`src/rtl/mux4.sv`:
```
// rtl/mux4.sv - next-PC select mux with registered PC and taken-branch counter
//
// Purpose:
//   Selects the next PC from the sequential and branch-target candidates.
//   The selected value is exposed combinationally. It is also committed into
//   a PC register under a write enable. Each committed taken branch advances
//   a saturating counter.
//
// Ports:
//   clk         in   1      rising-edge clock for pc_q / branch_cnt
//   rst_n       in   1      asynchronous active-low reset of registered state
//   adder1_out  in   WIDTH  sequential next-PC candidate (PC+4)
//   adder2_out  in   WIDTH  branch-target next-PC candidate
//   AndGateOut  in   1      branch taken: 1 selects adder2_out, 0 adder1_out
//   pc_we       in   1      PC register write enable
//   pc_in       out  WIDTH  combinational selected next PC
//   pc_q        out  WIDTH  registered PC
//   branch_cnt  out  CNT_W  saturating count of committed taken branches
//   misaligned  out  1      combinational: pc_in low two bits non-zero

module mux4 #(
  parameter int WIDTH = 32,
  parameter int CNT_W = 16
) (
  input  logic             clk,
  input  logic             rst_n,
  input  logic [WIDTH-1:0] adder1_out,
  input  logic [WIDTH-1:0] adder2_out,
  input  logic             AndGateOut,
  input  logic             pc_we,
  output logic [WIDTH-1:0] pc_in,
  output logic [WIDTH-1:0] pc_q,
  output logic [CNT_W-1:0] branch_cnt,
  output logic             misaligned
);

  localparam logic [CNT_W-1:0] CNT_MAX = {CNT_W{1'b1}};

  // A case statement rather than ?: so that an unknown select drives the
  // whole bus to X instead of merging the candidates bitwise.
  always_comb begin
    pc_in = '0;
    case (AndGateOut)
      1'b0:    pc_in = adder1_out;
      1'b1:    pc_in = adder2_out;
      default: pc_in = 'x;
    endcase
  end

  // Informational only; misaligned targets are still committed.
  assign misaligned = (pc_in[1:0] != 2'b00);

  always_ff @(posedge clk or negedge rst_n) begin
    if (!rst_n) begin
      pc_q       <= '0;
      branch_cnt <= '0;
    end else if (pc_we) begin
      pc_q <= pc_in;
      // Saturate rather than wrap so an overflowed count never reads small.
      if (AndGateOut && (branch_cnt != CNT_MAX)) begin
        branch_cnt <= branch_cnt + CNT_W'(1);
      end
    end
  end

endmodule

```
`config.mk`:
```
export PLATFORM = sky130hd
export DESIGN_NAME = mux4
export DESIGN_NICKNAME = d
export VERILOG_FILES = /design/src/rtl/mux4.sv
export SDC_FILE = /design/constraint.sdc
export NUM_CORES = 1
export LEC_CHECK = 0
export CAP_MARGIN = 20
export CORE_ASPECT_RATIO = 0.8
export CORE_MARGIN = 4
export CORE_UTILIZATION = 40
export CTS_CLUSTER_DIAMETER = 30
export CTS_CLUSTER_SIZE = 30
export DETAILED_ROUTE_END_ITERATION = 16
export PLACE_DENSITY = 0.87
export SYNTH_ARGS = -nofsm -noshare
export SYNTH_HDL_FRONTEND = slang
export SYNTH_SLANG_ARGS = --single-unit
```
`constraint.sdc`:
```
create_clock -name clk -period 4.8 [get_ports clk]
set_input_delay 0.72 -clock clk [delete_from_list [all_inputs] [get_ports clk]]
set_output_delay 0.72 -clock clk [all_outputs]
set_load 0.02 [all_outputs]
```
* Yosys cells after proc, flatten, opt, wreduce, memory -nomap -nowiden
Cells that the tools add are included.
W data, S select, Z words.
** Cells by class
- $add $sub $neg :: 1
- Bitwise logic cells :: 1
- Mux-type cells :: 1
- Reduce and logical (&&, ||, !) cells :: 3
- Equality and inequality tests :: 1
** Operators with widths (number)
- $pmux W32 S2 :: 1
- $add A16 B1 Y16 const B :: 1
- $ne A16 B16 Y1 const B :: 1
- $reduce_and A2 Y1 :: 1
- $reduce_bool A2 Y1 :: 1
- $logic_and A1 B1 Y1 :: 1
- $not A1 Y1 :: 1
** Word-level totals
- Logic and storage cells :: 9
- Output and inout port bits :: 81
- Input bits :: 68
- Flip-flop bits (word level) :: 48

* Logic depth before layout (Yosys ltp)
- Depth in word-level cells :: 3
- Mapped depth :: 5
- Depth with buffers taken out :: 5

* Worst setup path after synthesis
No wires, ideal clock.
- Path kind :: input -> output
- Start :: input AndGateOut
- End :: output misaligned
- Path slack :: 2539 ps
- Arrival :: 1541 ps
- Required time :: 4080 ps
- Path buffers :: 2
- Stages :: 4
- Cell sequence :: buf_2 > buf_2 > mux2i_1 > nand2_1
** Between the ends
- Cells in the longest elaborated chain, start to end :: 3
** RTL lines
- start, declared :: line 29 : input logic AndGateOut,
- $not A1 Y1 :: line 43 : case (AndGateOut)
- $pmux W32 S2 (*) :: line 43
- $reduce_bool A2 Y1 (*) :: line 51 : assign misaligned = (pc_in[1:0] != 2'b00);
- end, declared :: line 34 : output logic misaligned
Every way passes the cells marked *; elsewhere a longest branch is shown, timed or not.

* Worst setup path after layout
Ends and elaborated chain as after synthesis.

==> results.ini <==
[outcome]
status=finished, final reports clean

[yosys]
synth_cell_types=27
syn_nets=252
syn_avg_cell_area_um2=12.9
yosys_warnings=0
ys_seq_elements=48
syn_area_um2=2360
synthesis.instances=183
yosysSeqAreaShare_pct=50.8

[critical_path]
critPathCaptureType=output port
worstPathCellList=buf_2 -> mux2i_1 -> nand2_1 -> clkdlybuf4s50_1
worstSetupStartpointType=primary input
path_class=in -> out
ff2ff_path_depth=5
crit_arrival_ns=2.37
r2r_setup_slack_ns=3.05
timing.rr.start=branch_cnt[0]$_DFFE_PN0P_
critPathRequiredTime_ns=4.08
cpMaxStageDelayCell=buf_2
max_stage_delay_ns=0.62
r2r_end=branch_cnt[1]$_DFFE_PN0P_
path_max_fanout=36

[global_route]
grt_overflow_total=0
gr-usage-met1_pct=22.2
grt_pass1_vias=2179
grt_busiest_layer=met2
track_usage_pct=19.0
use_met3_pct=10.2
grtUsageMet2_pct=31.0
antenna_found_initial=0
grt_max_degree=49
grt_pass1_wl_um=10800

[drt]
firstDrtPassIters=4
antenna_left=0
viasPerCell=4.97
drc=0
vias=2036
wl_per_cell_um=16.5
drtIter0Drc=67
routed_wl_um=6760

[layout]
nets=400
final_common_cell=clkdlybuf4s50_1
diodes=0
drive_above_1_share_pct=23.8
mostFrequentLayoutCells=145 x clkdlybuf4s50_1, 60 x mux2_2, 48 x dfrtp_1
area_delta_synth_final_pct=70.2

[floorplanning]
rows=24
die_area_um2=7210
coreArea_um2=5590
start_util_pct=42.3
dieWidth_um=94.0
boundaryPins=149
die_h_um=76.8

[sta]
max_slew.worst_pin.slew_ns=0.820
period_minus_slack_ns=3.09
setup_viol=0
rsz0062_at_grt=false
finalCritPeriodShare_pct=64.5
hold_viol=0
fin_skew_ns=0.00827
totalNegativeSetupSlack_ns=0
drv_slew=0
max_freq_ghz=0.323
slew_headroom_pct=45.3

[clocking]
cts_resized=0
holdBufCountCts=0
cts-root-buf=clkbuf_8
clkLatencyLatePin_ns=0.30
post_cts_buffers=0
path_clk_slew_ns=0.09
cts_max_level=2
cts_made_buffers=5
cts_tree=yes
cts_buffer_depth=2
clock_sinks=48

[place]
hpwl_um=5160
port_buffers=148
routabilityCongestion=0.767

[power_and_ir_drop]
power_density_nw_per_um2=312
ir_worst_vdd_v=0.000200
cellLeakagePower_uw=0.00169
power.total_uw=1260

[flow_run]
cap_violations=0

[min_path]
worstHoldPathType=in -> async

metrics by stage:
stage | std cells | area (µm²) | hold WS [ns] | util, % | setup WS [ns]
2_1_floorplan | 183 | 2360 | 0.424 | - | 2.54
3_3_place_gp | 401 | 3890 | 0.489 | 69.7 | 1.74
3_5_place_dp | 401 | 3890 | 0.494 | 69.7 | 1.68
4_1_cts | 409 | 4000 | 0.515 | 71.7 | 1.68
5_1_grt | 410 | 4020 | 0.358 | 72.0 | 1.57
6_report | 410 | 4020 | 0.346 | 72.0 | 1.71
report_power, final:
group          internal, µW  switching, µW
logic                   244            207
clock network           154            141
registers               460           49.4
metal layers:
metal,part of all wire [%],up-vias
li1,-,951
met5,0,-
met2,49,110
met4,0.96,0
met1,38,969
met3,12,6
cell families after synthesis:
family	Yosys count	share of synthesized area [%]
AO/OA/AOI/OAI	5	1.06
flip-flops	48	50.8
XOR/XNOR	13	4.81
adder cells (fa/ha/maj)	1	0.529
buffers and inverters	11	2.01
multiplexers	63	29.9
AND/OR/NAND/NOR	42	10.9
synth_stat cells:
master | count | area (µm²)
xor2_1 | 13 | 114
nand4_1 | 3 | 18.8
and3_1 | 1 | 6.26
nand3_2 | 1 | 10.0
and4_1 | 1 | 8.76
nor4_1 | 3 | 18.8
buf_1 | 3 | 11.3
dfrtp_1 | 48 | 1200
mux2_2 | 60 | 676
inv_1 | 3 | 11.3
a21oi_1 | 3 | 15.0
nand3_1 | 3 | 15.0
o21ai_1 | 1 | 5.00
nor2_1 | 5 | 18.8
nor4_4 | 1 | 21.3
mux2i_1 | 2 | 20.0
or4_1 | 1 | 7.51
nand2_1 | 10 | 37.5
ha_1 | 1 | 12.5
nor2_2 | 1 | 6.26
mux2_1 | 1 | 11.3
nor3_1 | 8 | 40.0
nor3b_2 | 1 | 12.5
o21ai_0 | 1 | 5.00
buf_2 | 5 | 25.0
nand4_2 | 2 | 25.0
or3_4 | 1 | 11.3
worst max path at each step:
stage                     startpoint          to  cells past startpoint
after global placement    AndGateOut   pc_in[27]                      3
after floorplan           AndGateOut  misaligned                      4
after global routing      AndGateOut  misaligned                      4
final                     AndGateOut  misaligned                      4
after detailed placement  AndGateOut  misaligned                      4
after CTS                 AndGateOut  misaligned                      4
sequential cells by signal (all words and copies together), names as in the netlist:
name	flops
branch_cnt	16
pc_q	32
worst max-delay path: cells and delay by family:
kind / cells / cell delay (ns)
AND/OR/NAND/NOR: 1 / 0.09
multiplexers: 1 / 0.38
buffers and inverters: 2 / 1.16
layout make-up:
cell class              count  area [µm²]
multi-input cells         124        1120
repair buffers            149        1490
flip-flops and latches     48        1200
clock buffers               5        68.8
fillers                   401        1560
inverters                   3        11.3
well taps                  78        97.6
clock inverters             3        42.5
Power figures use the tool's default switching activity.
